===== src/rtl/wb_pkg.sv =====
`default_nettype none
// ============================================================================
//  Module      : wb_pkg
//  Description : Shared definitions for the write-back stage: load size
//                encodings, FSM state type and default datapath widths.
//  Ports       : none (package)
//  Macros      : none
//  Revision    : 1.0  initial release
// ============================================================================
package wb_pkg;

   localparam int DEF_XLEN       = 64;
   localparam int DEF_REG_ADDR_W = 5;

   // Load access sizes as carried on in_size
   localparam logic [1:0] SZ_B = 2'b00;
   localparam logic [1:0] SZ_H = 2'b01;
   localparam logic [1:0] SZ_W = 2'b10;
   localparam logic [1:0] SZ_D = 2'b11;

   typedef enum logic [0:0] {
      IDLE     = 1'b0,
      WAIT_MEM = 1'b1
   } wb_state_t;

endpackage
`default_nettype wire


===== src/rtl/wb_if.sv =====
`default_nettype none
// ============================================================================
//  Module      : wb_if
//  Description : Bundle of the MEM->WB handshake, the load response channel
//                and the register-file / retire outputs of the WB stage.
//  Ports       : master - MEM stage / memory / commit side (drives in_*, mem_*)
//                slave  - write-back stage (drives in_ready, rd_*, retire_*, busy)
//  Macros      : none
//  Revision    : 1.0  initial release
// ============================================================================
interface wb_if
   import wb_pkg::*;
#(
   parameter int XLEN       = DEF_XLEN,
   parameter int REG_ADDR_W = DEF_REG_ADDR_W
);
   localparam int OFF_W = $clog2(XLEN/8);

   logic                  in_valid;
   logic                  in_ready;
   logic [XLEN-1:0]       in_alu_result;
   logic [XLEN-1:0]       in_csr_data;
   logic                  in_csr_rena;
   logic                  in_mem_to_reg;
   logic                  in_mem_ext_un;
   logic [1:0]            in_size;
   logic [OFF_W-1:0]      in_addr_off;
   logic [REG_ADDR_W-1:0] in_rd_addr;
   logic                  in_rd_wena;
   logic                  in_exception;
   logic                  mem_rvalid;
   logic [XLEN-1:0]       mem_rdata;
   logic                  mem_rerr;
   logic                  rd_wena;
   logic [REG_ADDR_W-1:0] rd_waddr;
   logic [XLEN-1:0]       rd_wdata;
   logic                  retire_valid;
   logic                  retire_exc;
   logic                  busy;

   modport master (
      output in_valid, in_alu_result, in_csr_data, in_csr_rena, in_mem_to_reg,
             in_mem_ext_un, in_size, in_addr_off, in_rd_addr, in_rd_wena,
             in_exception, mem_rvalid, mem_rdata, mem_rerr,
      input  in_ready, rd_wena, rd_waddr, rd_wdata, retire_valid, retire_exc, busy
   );

   modport slave (
      input  in_valid, in_alu_result, in_csr_data, in_csr_rena, in_mem_to_reg,
             in_mem_ext_un, in_size, in_addr_off, in_rd_addr, in_rd_wena,
             in_exception, mem_rvalid, mem_rdata, mem_rerr,
      output in_ready, rd_wena, rd_waddr, rd_wdata, retire_valid, retire_exc, busy
   );

endinterface
`default_nettype wire


===== src/rtl/wb_load_ext.sv =====
`default_nettype none
// ============================================================================
//  Module      : load_ext
//  Description : Combinational load formatter: byte-align, size-select and
//                sign/zero-extend a returned memory word.
//  Ports       : i_rdata  - XLEN-aligned load response word
//                i_off    - byte offset of the access within the word
//                i_size   - access size (SZ_B/SZ_H/SZ_W/SZ_D)
//                i_ext_un - 1: zero-extend, 0: sign-extend
//                o_data   - formatted register write value
//  Macros      : WB_LOAD_ALIGN_EN - when defined, shift the word right by the
//                byte offset; otherwise data is taken as right-justified and
//                i_off is ignored.
//  Revision    : 1.0  initial release
// ============================================================================
module load_ext
   import wb_pkg::*;
#(
   parameter int  XLEN  = DEF_XLEN,
   localparam int OFF_W = $clog2(XLEN/8)
) (
   input  logic [XLEN-1:0]  i_rdata,
   input  logic [OFF_W-1:0] i_off,
   input  logic [1:0]       i_size,
   input  logic             i_ext_un,
   output logic [XLEN-1:0]  o_data
);

   logic [XLEN-1:0] w_shifted;
   logic [XLEN-1:0] w_mask;
   logic [XLEN-1:0] w_top;
   logic            w_sign;

`ifdef WB_LOAD_ALIGN_EN
   // Logical shift: bytes entering from above the word are zero.
   assign w_shifted = i_rdata >> {i_off, 3'b000};
`else
   logic w_unused_off;
   assign w_unused_off = ^i_off;
   assign w_shifted    = i_rdata;
`endif

   // Keep-mask per size. For XLEN=32 the word mask is already all ones, so a
   // double request degenerates to a word with no extension.
   always_comb begin
      w_mask = '1;
      case (i_size)
         SZ_B:    w_mask = XLEN'(8'hFF);
         SZ_H:    w_mask = XLEN'(16'hFFFF);
         SZ_W:    w_mask = XLEN'(32'hFFFF_FFFF);
         default: w_mask = '1;
      endcase
   end

   // Highest kept bit is the sign bit of the loaded value.
   assign w_top  = w_mask & ~(w_mask >> 1);
   assign w_sign = ~i_ext_un & (|(w_shifted & w_top));
   assign o_data = (w_shifted & w_mask) | ({XLEN{w_sign}} & ~w_mask);

endmodule
`default_nettype wire


===== src/rtl/wb_unit.sv =====
`default_nettype none
// ============================================================================
//  Module      : wb_unit
//  Description : Registered write-back stage. Accepts one retiring
//                instruction per handshake, waits for load data when needed,
//                selects CSR / load / ALU write data, squashes faults and
//                emits one retire pulse per instruction.
//  Ports       : clock - rising-edge clock
//                reset - asynchronous active-high reset
//                bus   - wb_if.slave: MEM handshake, load response channel,
//                        register-file write and retire outputs
//  Macros      : WB_LOAD_ALIGN_EN - enables byte-offset alignment of loads
//  Revision    : 1.0  initial release
// ============================================================================
module wb_unit
   import wb_pkg::*;
#(
   parameter int  XLEN       = DEF_XLEN,
   parameter int  REG_ADDR_W = DEF_REG_ADDR_W,
   localparam int OFF_W      = $clog2(XLEN/8)
) (
   input  logic clock,
   input  logic reset,
   wb_if.slave  bus
);

   wb_state_t             r_state;

   // Decode fields of a load parked while its data is outstanding
   logic                  r_csr_rena;
   logic [XLEN-1:0]       r_csr_data;
   logic                  r_ext_un;
   logic [1:0]            r_size;
   logic [OFF_W-1:0]      r_off;
   logic [REG_ADDR_W-1:0] r_rd_addr;
   logic                  r_rd_wena_req;

   // Output registers
   logic                  r_rd_wena;
   logic [REG_ADDR_W-1:0] r_rd_waddr;
   logic [XLEN-1:0]       r_rd_wdata;
   logic                  r_retire_valid;
   logic                  r_retire_exc;

   logic [XLEN-1:0]       w_load_data;

   load_ext #(.XLEN(XLEN)) u_load_ext (
      .i_rdata  (bus.mem_rdata),
      .i_off    (r_off),
      .i_size   (r_size),
      .i_ext_un (r_ext_un),
      .o_data   (w_load_data)
   );

   always_ff @(posedge clock or posedge reset) begin
      if (reset) begin
         r_state        <= IDLE;
         r_csr_rena     <= 1'b0;
         r_csr_data     <= '0;
         r_ext_un       <= 1'b0;
         r_size         <= SZ_B;
         r_off          <= '0;
         r_rd_addr      <= '0;
         r_rd_wena_req  <= 1'b0;
         r_rd_wena      <= 1'b0;
         r_rd_waddr     <= '0;
         r_rd_wdata     <= '0;
         r_retire_valid <= 1'b0;
         r_retire_exc   <= 1'b0;
      end else begin
         // Outputs are single-cycle pulses; nothing is held across cycles.
         r_rd_wena      <= 1'b0;
         r_rd_waddr     <= '0;
         r_rd_wdata     <= '0;
         r_retire_valid <= 1'b0;
         r_retire_exc   <= 1'b0;

         case (r_state)
            IDLE: begin
               if (bus.in_valid) begin
                  if (bus.in_mem_to_reg && !bus.in_exception) begin
                     r_csr_rena    <= bus.in_csr_rena;
                     r_csr_data    <= bus.in_csr_data;
                     r_ext_un      <= bus.in_mem_ext_un;
                     r_size        <= bus.in_size;
                     r_off         <= bus.in_addr_off;
                     r_rd_addr     <= bus.in_rd_addr;
                     r_rd_wena_req <= bus.in_rd_wena;
                     r_state       <= WAIT_MEM;
                  end else begin
                     // Non-loads and already-faulted instructions retire now;
                     // a faulted load never waits for memory.
                     r_rd_wena      <= bus.in_rd_wena & ~bus.in_exception &
                                       (bus.in_rd_addr != '0);
                     r_rd_waddr     <= bus.in_rd_addr;
                     r_rd_wdata     <= bus.in_csr_rena ? bus.in_csr_data
                                                       : bus.in_alu_result;
                     r_retire_valid <= 1'b1;
                     r_retire_exc   <= bus.in_exception;
                  end
               end
            end
            WAIT_MEM: begin
               if (bus.mem_rvalid) begin
                  r_rd_wena      <= r_rd_wena_req & ~bus.mem_rerr &
                                    (r_rd_addr != '0);
                  r_rd_waddr     <= r_rd_addr;
                  r_rd_wdata     <= r_csr_rena ? r_csr_data : w_load_data;
                  r_retire_valid <= 1'b1;
                  r_retire_exc   <= bus.mem_rerr;
                  r_state        <= IDLE;
               end
            end
            default: r_state <= IDLE;
         endcase
      end
   end

   assign bus.in_ready     = (r_state == IDLE);
   assign bus.busy         = (r_state == WAIT_MEM);
   assign bus.rd_wena      = r_rd_wena;
   assign bus.rd_waddr     = r_rd_waddr;
   assign bus.rd_wdata     = r_rd_wdata;
   assign bus.retire_valid = r_retire_valid;
   assign bus.retire_exc   = r_retire_exc;

endmodule
`default_nettype wire

===== src/flat_wrapper.sv =====
// flat-port wrapper written by rule: the top's interface ports become plain ports
module wb_unit_flat import wb_pkg::*;
#(
   parameter int  XLEN       = DEF_XLEN,
   parameter int  REG_ADDR_W = DEF_REG_ADDR_W,
   localparam int OFF_W      = $clog2(XLEN/8)
)
  (clock, reset, bus_in_valid, bus_in_alu_result, bus_in_csr_data, bus_in_csr_rena, bus_in_mem_to_reg, bus_in_mem_ext_un, bus_in_size, bus_in_addr_off, bus_in_rd_addr, bus_in_rd_wena, bus_in_exception, bus_mem_rvalid, bus_mem_rdata, bus_mem_rerr, bus_in_ready, bus_rd_wena, bus_rd_waddr, bus_rd_wdata, bus_retire_valid, bus_retire_exc, bus_busy);
  wb_if #(.XLEN(XLEN), .REG_ADDR_W(REG_ADDR_W)) bus_i ();
  input  logic clock;
  input  logic reset;
  input wire logic [$bits(bus_i.in_valid)-1:0] bus_in_valid;
  input wire logic [$bits(bus_i.in_alu_result)-1:0] bus_in_alu_result;
  input wire logic [$bits(bus_i.in_csr_data)-1:0] bus_in_csr_data;
  input wire logic [$bits(bus_i.in_csr_rena)-1:0] bus_in_csr_rena;
  input wire logic [$bits(bus_i.in_mem_to_reg)-1:0] bus_in_mem_to_reg;
  input wire logic [$bits(bus_i.in_mem_ext_un)-1:0] bus_in_mem_ext_un;
  input wire logic [$bits(bus_i.in_size)-1:0] bus_in_size;
  input wire logic [$bits(bus_i.in_addr_off)-1:0] bus_in_addr_off;
  input wire logic [$bits(bus_i.in_rd_addr)-1:0] bus_in_rd_addr;
  input wire logic [$bits(bus_i.in_rd_wena)-1:0] bus_in_rd_wena;
  input wire logic [$bits(bus_i.in_exception)-1:0] bus_in_exception;
  input wire logic [$bits(bus_i.mem_rvalid)-1:0] bus_mem_rvalid;
  input wire logic [$bits(bus_i.mem_rdata)-1:0] bus_mem_rdata;
  input wire logic [$bits(bus_i.mem_rerr)-1:0] bus_mem_rerr;
  output wire logic [$bits(bus_i.in_ready)-1:0] bus_in_ready;
  output wire logic [$bits(bus_i.rd_wena)-1:0] bus_rd_wena;
  output wire logic [$bits(bus_i.rd_waddr)-1:0] bus_rd_waddr;
  output wire logic [$bits(bus_i.rd_wdata)-1:0] bus_rd_wdata;
  output wire logic [$bits(bus_i.retire_valid)-1:0] bus_retire_valid;
  output wire logic [$bits(bus_i.retire_exc)-1:0] bus_retire_exc;
  output wire logic [$bits(bus_i.busy)-1:0] bus_busy;
  assign bus_i.in_valid = bus_in_valid;
  assign bus_i.in_alu_result = bus_in_alu_result;
  assign bus_i.in_csr_data = bus_in_csr_data;
  assign bus_i.in_csr_rena = bus_in_csr_rena;
  assign bus_i.in_mem_to_reg = bus_in_mem_to_reg;
  assign bus_i.in_mem_ext_un = bus_in_mem_ext_un;
  assign bus_i.in_size = bus_in_size;
  assign bus_i.in_addr_off = bus_in_addr_off;
  assign bus_i.in_rd_addr = bus_in_rd_addr;
  assign bus_i.in_rd_wena = bus_in_rd_wena;
  assign bus_i.in_exception = bus_in_exception;
  assign bus_i.mem_rvalid = bus_mem_rvalid;
  assign bus_i.mem_rdata = bus_mem_rdata;
  assign bus_i.mem_rerr = bus_mem_rerr;
  assign bus_in_ready = bus_i.in_ready;
  assign bus_rd_wena = bus_i.rd_wena;
  assign bus_rd_waddr = bus_i.rd_waddr;
  assign bus_rd_wdata = bus_i.rd_wdata;
  assign bus_retire_valid = bus_i.retire_valid;
  assign bus_retire_exc = bus_i.retire_exc;
  assign bus_busy = bus_i.busy;
  wb_unit #(.XLEN(XLEN), .REG_ADDR_W(REG_ADDR_W)) u_core (.clock(clock), .reset(reset), .bus(bus_i));
endmodule

===== config.mk =====
export PLATFORM = sky130hd
export DESIGN_NAME = wb_unit_flat
export DESIGN_NICKNAME = d
export VERILOG_FILES = /design/src/rtl/wb_pkg.sv /design/src/rtl/wb_if.sv /design/src/rtl/wb_load_ext.sv /design/src/rtl/wb_unit.sv /design/src/flat_wrapper.sv
export SDC_FILE = /design/constraint.sdc
export NUM_CORES = 1
export LEC_CHECK = 0
export CORE_AREA = 2 2 125 127
export DETAILED_ROUTE_END_ITERATION = 6
export DIE_AREA = 0 0 127 129
export PLACE_DENSITY = 0.84
export SYNTH_ARGS = -nofsm -noshare
export SYNTH_HDL_FRONTEND = slang
export SYNTH_SLANG_ARGS = --single-unit

===== constraint.sdc =====
create_clock -name clock -period 12.2 [get_ports clock]
set_input_delay 3.05 -clock clock [delete_from_list [all_inputs] [get_ports clock]]
set_output_delay 3.05 -clock clock [all_outputs]
set_load 0.005 [all_outputs]

==> results of run 1 <==
-- synthesized netlist by cell type --
cell | n | share of area, %
mux2i_1 | 72 | 11
a22o_1 | 5 | 0.65
a211oi_1 | 1 | 0.11
mux2i_2 | 1 | 0.20
and3_1 | 1 | 0.093
a221oi_1 | 14 | 1.8
mux2_2 | 74 | 12
clkbuf_1 | 15 | 0.83
o21ai_0 | 41 | 3.0
or2_2 | 1 | 0.093
buf_1 | 3 | 0.17
nand2_1 | 5 | 0.28
dfrtp_1 | 147 | 55
nand4bb_1 | 1 | 0.17
o2111ai_1 | 1 | 0.13
o311ai_4 | 1 | 0.39
nor2b_1 | 2 | 0.19
a21oi_1 | 35 | 2.6
inv_1 | 5 | 0.28
buf_4 | 6 | 0.67
nor2_1 | 2 | 0.11
buf_6 | 6 | 1.0
a21oi_2 | 5 | 0.65
o22ai_1 | 65 | 6.0
buf_2 | 15 | 1.1
nand2b_1 | 2 | 0.19
o21ai_4 | 1 | 0.24
and2_2 | 1 | 0.11
clkbuf_8 | 1 | 0.20
a221oi_2 | 1 | 0.22
o41ai_1 | 1 | 0.13
and2_1 | 2 | 0.19
or4_1 | 2 | 0.22
nor4_4 | 1 | 0.32
-- worst max path at each step --
stage / end / slack [ps] / cells past startpoint
after floorplan: u_core.bus.busy / 5200 / 1
final: u_core.r_csr_data[44] / 7330 / 5
after global routing: u_core.r_csr_data[44] / 7280 / 5
after global placement: u_core.r_csr_data[43] / 7000 / 5
after detailed placement: u_core.r_csr_data[44] / 6950 / 5
after CTS: u_core.r_csr_data[44] / 7380 / 5
-- through the flow --
stage          std cells  power [W]
2_1_floorplan        536  0.0008192
3_3_place_gp         967  0.0009710
3_5_place_dp         967  0.0009897
4_1_cts              999   0.001501
5_1_grt              999   0.001561
6_report             999   0.001493
-- state kept, by name (all words and copies together), names as in the netlist --
name / count
u_core.bus.rd_waddr: 5
u_core.r_rd_wena_req: 1
u_core.r_csr_rena: 1
u_core.r_rd_addr: 5
u_core.bus.retire_exc: 1
u_core.r_size: 2
u_core.r_ext_un: 1
u_core.bus.rd_wena: 1
u_core.bus.rd_wdata: 64
u_core.bus.busy: 1
u_core.bus.retire_valid: 1
u_core.r_csr_data: 64
-- layer usage --
| metal | GRT usage, % | wire (µm) |
|---|---|---|
| met5 | 0 | 0 |
| met4 | 11.44 | 716 |
| met3 | 5.821 | 1502 |
| met2 | 43.64 | 10530 |
| met1 | 30.40 | 7938 |
-- where the power goes --
part | internal (W) | total [W] | switching, W
clock network | 0.000313 | 0.000510 | 0.000196
registers | 0.000569 | 0.000614 | 0.0000451
logic | 0.000207 | 0.000370 | 0.000162
total | 0.00109 | 0.00149 | 0.000404
-- logic make-up (layout without fill, tap and decap cells) --
| group | Yosys count | count (layout) |
|---|---|---|
| AOI/OAI and AO/OA | 171 | 171 |
| muxes | 147 | 147 |
| DFF | 147 | 147 |
| buffers and inverters | 51 | 326 |
| and+or+nand+nor | 20 | 20 |
-- layout make-up --
class                           count  area, µm²
Inverter                            5      23.77
Clock buffer                       25      515.5
Sequential cell                   147       3679
Tap cell                          188      235.2
Clock inverter                      7      70.07
Multi-Input combinational cell    338       2789
Timing Repair Buffer              289       2873
Fill cell                        1075       4792
==> flow_summary.ini, run 1 <==
[synthesis]
synthMuxAreaShare_pct = 23.24
syn_nets = 748
synth_compound_area_share_pct = 16.01
synth_top_family_by_area = multiplexers
synth_xor_xnor_area_share_pct = 0
synthSimpleGateAreaFrac_pct = 1.948
synthAdderAreaFrac_pct = 0
synth_cells = 536
ys_ff_latch = 147
yosysUniqueCellTypes = 34
syn_area_mm2 = 0.006745
synth_area_per_cell_um2 = 12.58
synth_seq_area_share_pct = 54.54
yosys_warnings = 0

[sta]
setup_viol = 0
worst_slack_ps = 7332
relSlewSlack_pct = 15.61
grt_setup_unrepaired = false
fin_crit_ps = 4868
slew_violations = 0
whs_ps = 499.5
period_share_pct = 39.90
finalHoldViolations = 0
worst_pin_slew_ps = 1263
skew_ps = 16.50
tns_ps = 0
max_freq_mhz = 205.4

[placement]
portBuffers = 282
placed_area_mm2 = 0.009599
dp_hpwl_mm = 14.11
place_ws_ps = 6954
gp_congestion = 0.8585

[critical_path]
rr_worst_depth = 5
path_class = input port to flip-flop
cp_num_buf_inv = 2
worstPathRequired_ps = 12490
start_kind = input port
r2r-end = u_core.r_csr_data[44]
reg2reg_from = u_core.bus.busy
startpoint = bus_in_exception
cp_max_fo = 74
cp_slowest_stage_delay_ps = 770
path_cells = clkdlybuf4s50_1 > nand2b_1 > nor2_4 > buf_4 > mux2_2
cp_slowest_cell = buf_4
crit_family = buffers and inverters
reg2reg_slack_ps = 10080
cp.arrival_ps = 5160
cp-end-kind = flip-flop

[clock_tree]
cts_setup_buffers = 0
clockBufferDepth = 2
cts_tree = built
numCtsBuffers = 17
htree_num_levels = 4
clk_pin_slew_worst_paths_ps = 60
cts-resized-gates = 0
clock-sinks = 147
hold_buffers = 0
cts_root_buffer = clkbuf_16
clock_latency_ps = 420

[drt]
firstDrtPassIters = 5
routed_wl_mm = 20.68
vias = 5736
vias_per_cell = 5.742
drcViolationCount = 0
wire_per_inst_um = 20.70
drtAntennaViolNets = 0
drt_iter0_drc = 342

[hold_path]
worstHoldStart = u_core.r_csr_data[34]
hold_class = flip-flop to flip-flop
hold_path_end = u_core.r_csr_data[34]
hold_depth = 1

[cells_and_area]
syn_to_final_growth_pct = 50.99
nets = 1010
fin_util_pct = 68.00
design_area_mm2 = 0.01018
layout_common_cells = 281 x clkdlybuf4s50_1, 147 x dfrtp_1, 74 x mux2_2
antenna_cells = 0
final_common_cell = clkdlybuf4s50_1
drive_gt1_share_pct = 15.66

[global_routing]
gr-total-overflow = 0
grt_pass1_vias = 6112
grt_max_degree = 81
antenna_found_initial = 0
grt_pass1_wl_mm = 32.20
grt.total_usage_pct = 25.29

[floorplan]
initial_core_util_pct = 45.04
io_pins = 286
die_w_um = 127
die_area_mm2 = 0.01638
fp.coreArea_mm2 = 0.01498
die_h_um = 129
rows = 45

[power]
ir_worst_vdd_mv = 0.09494
p_leak_nw = 4.264
powerDensity_mw_per_mm2 = 146.6

[outcome]
status = complete, no violations

[run]
drv_cap = 0
Note: power is estimated with default switching activity, not from simulation.
==> run 2: changes to the inputs <==
--- a/config.mk
+++ b/config.mk
@@ -5,10 +5,10 @@
 export SDC_FILE = /design/constraint.sdc
 export NUM_CORES = 1
 export LEC_CHECK = 0
-export CORE_AREA = 2 2 125 127
+export CORE_AREA = 2 2 129 131
 export DETAILED_ROUTE_END_ITERATION = 6
-export DIE_AREA = 0 0 127 129
-export PLACE_DENSITY = 0.84
+export DIE_AREA = 0 0 131 133
+export PLACE_DENSITY = 0.8
 export SYNTH_ARGS = -nofsm -noshare
 export SYNTH_HDL_FRONTEND = slang
 export SYNTH_SLANG_ARGS = --single-unit
==> constraint.sdc (replaced) <==
create_clock -name clock -period 5 [get_ports clock]
set_input_delay 1.25 -clock clock [delete_from_list [all_inputs] [get_ports clock]]
set_output_delay 1.25 -clock clock [all_outputs]
set_load 0.005 [all_outputs]
==> flow_summary.ini, run 2 (synthesized netlist as in run 1, its figures left out) <==
[outcome]
status = complete, no violations

[critical_path]
cp-end-kind = flip-flop
worstPathRequired_ps = 5230
cp.arrival_ps = 3260
path_cells = clkdlybuf4s50_1 > nand2b_1 > nand2_2 > buf_4 > o22ai_1
cp_num_buf_inv = 2
path_class = input port to flip-flop
cp_max_fo = 34
crit_family = buffers and inverters
start_kind = input port
cp_slowest_cell = nand2_2
cp_slowest_stage_delay_ps = 610

[placement]
gp_congestion = 0.7714
dp_hpwl_mm = 14.41
placed_area_mm2 = 0.009678
portBuffers = 282

[sta]
period_share_pct = 60.70
fin_crit_ps = 3035
setup_viol = 0
worst_pin_slew_ps = 1245
slew_violations = 0
relSlewSlack_pct = 16.86
grt_setup_unrepaired = false
skew_ps = 7.875
max_freq_mhz = 329.5
finalHoldViolations = 0
tns_ps = 0

[global_routing]
antenna_found_initial = 1
grt.total_usage_pct = 23.56
grt_pass1_wl_mm = 31.93
gr-total-overflow = 0
grt_pass1_vias = 6134
grt_max_degree = 66

[clock_tree]
htree_num_levels = 4
cts_root_buffer = clkbuf_16
clockBufferDepth = 2
clock_latency_ps = 410
cts_tree = built
clk_pin_slew_worst_paths_ps = 60
cts-resized-gates = 0
cts_setup_buffers = 0
hold_buffers = 0
clock-sinks = 147
numCtsBuffers = 17

[cells_and_area]
fill_cells = 1212
nets = 1012
drive_gt1_share_pct = 15.99
final_common_cell = clkdlybuf4s50_1
syn_to_final_growth_pct = 52.20
design_area_mm2 = 0.01027
layout_common_cells = 281 x clkdlybuf4s50_1, 147 x dfrtp_1, 74 x mux2_2

[drt]
drt_iter0_drc = 312
routed_wl_mm = 20.60
vias_per_cell = 5.474
vias = 5660
drtAntennaViolNets = 0
drcViolationCount = 0
firstDrtPassIters = 6
wire_per_inst_um = 19.92

[power]
p_leak_nw = 4.272
power.switching_w = 0.001000
swShare_pct = 27.34
powerDensity_mw_per_mm2 = 356.3
pwr-share-clk_pct = 34.5
internal_power_w = 0.002658
combPwrFrac_pct = 24.9
sequentialPowerShare_pct = 40.7
ir_worst_vdd_mv = 0.2639

[hold_path]
hold_class = flip-flop to flip-flop

[floorplan]
die_w_um = 131
die_h_um = 133
io_pins = 286
initial_core_util_pct = 41.71
rows = 47
fp.coreArea_mm2 = 0.01617
die_area_mm2 = 0.01742

[run]
drv_cap = 0
[run 2: cell types whose count changed in the layout (fill, tap and decap cells not counted)]
cell,delta
clkinvlp_4,+3
clkinv_2,+1
buf_12,+2
bufinv_16,+1
clkbuf_1,-1
clkbuf_8,-4
diode_2,+1
[run 2: layer usage]
layer	track usage, %	routed length (µm)	up-vias	part of all wire, %
li1	-	-	2549	-
met1	28.23	8034	2860	39
met2	41.08	10750	219	52
met3	5.095	1384	32	6.7
met4	8.924	427	0	2.1
met5	0	0	-	0
[run 2: metrics by stage]
step | hold WS, ps | power [W] | utilization (%) | cells | setup slack [ps]
after floorplan | 475.1 | 0.001999 | - | 536 | 1903
after global placement | 483.1 | 0.002376 | 59.85 | 1001 | 1581
after detailed placement | 489.6 | 0.002419 | 59.85 | 1001 | 1541
after CTS | 503.2 | 0.003690 | 63.47 | 1033 | 1968
after global routing | 508.2 | 0.003837 | 63.48 | 1034 | 1883
final | 499.7 | 0.003658 | 63.48 | 1034 | 1965
[run 2: power by group through the flow]
stage | clock network [W] | registers [W] | logic (W)
2_1_floorplan | 0 | 0.00149 | 0.000513
4_1_cts | 0.00129 | 0.00149 | 0.000915
6_report | 0.00126 | 0.00149 | 0.000909
3_5_place_dp | 0 | 0.00151 | 0.000912
3_3_place_gp | 0 | 0.00149 | 0.000884
5_1_grt | 0.00135 | 0.00151 | 0.000982
[run 2: worst paths after layout]
kind	start	to	slack, ps	cells after the start
worst max-delay path	bus_in_exception	u_core.bus.rd_wdata[2]	1960	5
worst min-delay path	u_core.r_csr_data[52]	u_core.r_csr_data[52]	500	1
worst max register to register	u_core.r_csr_rena	u_core.bus.rd_wdata[44]	2850	6
worst min register to register	u_core.r_csr_data[52]	u_core.r_csr_data[52]	500	1
max in group asynchronous	reset	u_core.r_csr_data[15]	2720	3
min in group asynchronous	reset	u_core.bus.rd_wdata[0]	1430	2
[run 2: area by class of cell]
class	instances	area (µm²)	area share (%)
clock buffers	20	456.7	4.449
clock inverters	12	128.9	1.255
multi-input cells	338	2789	27.17
well taps	220	275.3	2.681
diodes	1	2.502	0.02438
inverters	5	22.52	0.2194
flip-flops and latches	147	3679	35.83
repair buffers	291	2913	28.37
[run 2: worst reg2reg max path: cells and delay by family (launching register included)]
kind                   cells  cell delay (ps)
buffers and inverters      3             1220
AO/OA/AOI/OAI              3              430
flip-flops                 1              370
==> patch 1 (flow settings as in run 2) <==
Reset style: synchronous (`reset`), changed in one clocked block. Comments in the files are not updated.
--- a/src/rtl/wb_unit.sv
+++ b/src/rtl/wb_unit.sv
@@ -54,3 +54,3 @@
 
-   always_ff @(posedge clock or posedge reset) begin
+   always_ff @(posedge clock) begin
       if (reset) begin
Function: differs if reset is asserted again (counterexample within 4 cycles, from zero or initial values and one cycle with reset high); with reset held inactive, the same outputs for 4 cycles.
==> patch 1 against run 2 <==
  * Maximum frequency grew 6.2%
  * Worst hold slack lost 0.050 ns
  * Synthesized area shrank 6.1%
  * Largest cell class is now multi-input combinational cells
  * Design area shrank 4.9%
  * Routed wire length shrank 0.13%
  * Sequential cell count is the same
  * Worst setup slack gained 0.18 ns
  * Highest routed layer unchanged
Power is not compared: it rests on default switching activity, and its combinational part moved more than twofold at a synthesized area within 25%.
==> patch 1: results (changes against run 2) <==
Worst setup path
The kind of cell adding the most delay to the critical path is flip-flops. The largest driver fanout on the critical path is 43 (+26%). The data arrival at the endpoint of the critical path is 3.17 ns (-0.09 ns). The stage delay of the slowest cell on the critical path is 1.01 ns (+0.40 ns).

Route
The met2 wire length came to 10200 um (-5.6%). The number of detailed-route iterations in the first pass is 4 (-2). The number of DRC markers in iteration 0 is 325 (+4.2%).

The routed wire length on met3 is 1660 um (+20%). The post-route met1 wirelength came to 8380 um (+4.3%).

Synth
The total nets after synthesis was 948 (+27%). The number of distinct library cells after synthesis was 35 (+2.9%). By area the synthesized netlist is led by sky130_fd_sc_hd__dfxtp_1, sky130_fd_sc_hd__mux2i_1, sky130_fd_sc_hd__nand2_1. Ranked by instance count, the synthesized netlist is headed by sky130_fd_sc_hd__nand2_1, sky130_fd_sc_hd__dfxtp_1, sky130_fd_sc_hd__a21oi_1. For this run, the leading register cell type out of synthesis is sky130_fd_sc_hd__dfxtp_1.

The synthesized area per cell is 8.61 um^2 (-32%). The post-synthesis async set-or-reset flop share was 0% (-100 points).

Outcome
The run finished with clean final reports.

Placed design
The setup slack at placement is 1.74 ns (+0.202 ns). The instance area after placement was 9140 um^2 (-5.5%). The half-perimeter wire length of the detailed placement result is 13400 um (-7.0%).

STA
The slew at the pin with the worst max-slew slack is 1.04 ns (-0.208 ns).

Cells and area
The final cell count without fillers is 1213 (+17%). The fraction of final layout cells sized beyond drive strength 1 came to 4.63% (-11 points). The count of inserted antenna diode cells is 0 (-1).

Global routing
The overall fraction of global-route tracks in use is 23.3% (-0.22 points). The largest net degree at the start of global routing was 76 (+15%). The number of antenna violations at the first check in global routing is 0 (-1). The met2 routing resource usage after global routing is 40.6% (-0.43 points).
patch 1: changes by cell type in the layout (fill, tap and decap cells not counted), sizes merged, moves of 16 or more:
cell	run 2	this run
nand3	0	32
mux2	74	0
dfxtp	0	147
dfrtp	147	0
nand2	5	151
a211o	0	32
o21ai	42	58
o22ai	65	24
a21oi	40	101
patch 1: final cells by class:
| cell class | count | area, um^2 |
|---|---|---|
| Tap cell | 220 | 275 |
| Clock inverter | 9 | 154 |
| Multi-Input combinational cell | 521 | 3030 |
| Clock buffer | 22 | 464 |
| Fill cell | 1431 | 6410 |
| Sequential cell | 147 | 2940 |
| Inverter | 3 | 11.3 |
| Timing Repair Buffer | 291 | 2890 |
patch 1: worst paths after layout:
| path | start | endpoint | slack (ns) | cells past startpoint |
|---|---|---|---|---|
| min reg2reg | u_core.r_csr_data[17]$_SDFFE_PP0P_ | u_core.r_csr_data[17]$_SDFFE_PP0P_ | 0.45 | 2 |
| min | u_core.r_csr_data[17]$_SDFFE_PP0P_ | u_core.r_csr_data[17]$_SDFFE_PP0P_ | 0.45 | 2 |
| max | u_core.r_csr_rena$_SDFFE_PP0P_ | u_core.bus.rd_wdata[45]$_SDFF_PP0_ | 2.14 | 4 |
| max reg2reg | u_core.r_csr_rena$_SDFFE_PP0P_ | u_core.bus.rd_wdata[45]$_SDFF_PP0_ | 2.14 | 4 |
patch 1: logic make-up (layout without fill, tap and decap cells):
kind of cell           Yosys count  after routing  share of synthesized area, %
AND/OR/NAND/NOR                217            217                          14.4
multiplexers                    73             73                          11.6
AO/OA/AOI/OAI                  231            231                          21.7
buffers and inverters           68            325                          5.90
flip-flops                     147            147                          46.4
==> patch 2 (config.mk and constraints of run 2) <==
Without the edit above. `DEF_REG_ADDR_W`: 5 -> 4.
--- a/src/rtl/wb_pkg.sv
+++ b/src/rtl/wb_pkg.sv
@@ -12,3 +12,3 @@
    localparam int DEF_XLEN       = 64;
-   localparam int DEF_REG_ADDR_W = 5;
+   localparam int DEF_REG_ADDR_W = 4;
 
Ports: changed (resized bus_in_rd_addr and bus_rd_waddr); port bits go from 286 to 284. No check against the original RTL was run, so the function may have changed too.
==> patch 2 against run 2 <==
  * Global-route usage rose by 0.29 points
  * Power up 3.6%
  * Worst setup slack improved by 0.025 ns
  * Clock skew up 0.0040 ns
  * Sequential cell count fell by 2
  * Design area down 0.48%
  * Routed wire length is essentially flat
  * Synthesized area decreased by 0.96%
  * Non-clock buffer count down 3
  * Count of clock-buffer cells in the layout increased by 1
  * Via count decreased by 0.74%
==> patch 2: results (changes against run 2) <==
Synth
The register area share after synthesis is 54.3% (-0.22 points). By area the synthesized netlist is led by sky130_fd_sc_hd__dfrtp_1, sky130_fd_sc_hd__mux2_2, sky130_fd_sc_hd__mux2i_1. The warning count from the yosys run is 0 (unchanged). The total nets after synthesis is 742 (-0.80%). After synthesis, the most frequently instantiated cells are sky130_fd_sc_hd__dfrtp_1, sky130_fd_sc_hd__mux2i_1, sky130_fd_sc_hd__mux2_2.

Placed design
The half-perimeter wire length of the detailed placement result was 13900 um (-3.2%). The instance area after placement is 9560 um^2 (-1.3%). The number of port buffers is 280 (-0.71%). The weighted congestion at the end of routability-driven global placement is 0.776 (+0.58%).

Worst setup path
The reg2reg setup slack came to 2.80 ns (-0.05 ns). The worst-case reg-to-reg path depth was 4 (-2). Following the worst setup path forward leads to its endpoint at u_core.bus.rd_wdata[6]$_DFF_PP0_. The data arrival at the endpoint of the critical path is 3.25 ns (about the same). The largest driver fanout on the critical path came to 33 (-2.9%). The stage delay of the slowest cell on the critical path came to 0.59 ns (-0.02 ns). The worst register-to-register path ends at u_core.bus.rd_wdata[18]$_DFF_PP0_.

STA
The worst hold margin was 0.502 ns (+0.00194 ns). The final worst clock skew came to 0.0118 ns (+0.00396 ns). The worst-case headroom to the max-slew limit is 14.6% (-2.3 points).

Min path
The worst hold path begins at u_core.r_csr_data[49]$_DFFE_PP0P_. For hold timing, the worst endpoint is u_core.r_csr_data[49]$_DFFE_PP0P_.

Global routing
The number of antenna violations at the first check in global routing was 2 (+1). The leftover overflow at the end of global routing came to 0 (unchanged). The largest net degree at the start of global routing is 146 (+120%). The first-pass GRT wire length came to 32000 um (+0.30%). The via count of the first global-routing pass is 6300 (+2.7%). The overall fraction of global-route tracks in use came to 23.9% (+0.29 points).

Clocking
The tree is rooted in a sky130_fd_sc_hd__clkbuf_16. The clock-pin slew reported for the worst setup and hold paths after clock tree synthesis is 0.06 ns (about the same). The number of buffers inserted during clock tree synthesis came to 17 (unchanged).

Route
The number of detailed-route iterations in the first pass was 4 (-2). The via density per instance is 5.49 (+0.23%). The number of DRC markers in iteration 0 was 285 (-8.7%). The sum of routed wire length over all layers was 20600 um (about the same).

Flow run
The max-cap violation count is 0 (unchanged).

Cells and area
The net count reported at finish was 1003 (-0.89%). The fraction of final layout cells sized beyond drive strength 1 came to 15.5% (-0.53 points).

Pwr
The static leakage power is 4.24 nW (-0.79%). The worst vdd rail ir drop is 0.000250 V (-5.4%).

Outcome
The run finished with clean final reports.
## patch 2: layer usage
metal / vias up / share of wire, % / global-route usage [%]
met5: - / 0 / 0
met4: 0 / 2.7 / 10.4
met3: 43 / 7.5 / 7.40
met2: 237 / 51 / 41.1
met1: 2807 / 39 / 26.9
li1: 2531 / - / -
## patch 2: cells by family (layout without fill, tap and decap cells)
group,count (synthesis),in the layout,share of synthesized area [%]
DFF,145,145,54.3
muxes,144,144,23.0
and+or+nand+nor,21,21,2.12
buffers and inverters,50,321,4.50
AOI/OAI and AO/OA,171,171,16.1
other,0,2,0
## patch 2: metrics by stage
step	cells	util [%]	setup WS (ns)
after floorplan	531	-	1.93
after global placement	993	59.1	1.59
after detailed placement	993	59.1	1.53
after CTS	1022	63.1	1.98
after global routing	1023	63.2	1.85
final	1024	63.2	1.99
## patch 2: cell type report
| type | count | area (um^2) |
|---|---|---|
| fill | 1210 | 5950 |
| sequential | 145 | 3630 |
| timing repair buffer | 288 | 2870 |
| multi-input combinational | 336 | 2760 |
| clock buffer | 21 | 480 |
| tap | 220 | 275 |
| clock inverter | 8 | 175 |
| inverter | 4 | 18.8 |
| antenna | 2 | 5.00 |
## patch 2: where the power goes
group	switching (mW)	internal (mW)	total (mW)
Sequential	0.100	1.37	1.47
Clock	0.484	0.934	1.42
Combinational	0.399	0.503	0.902
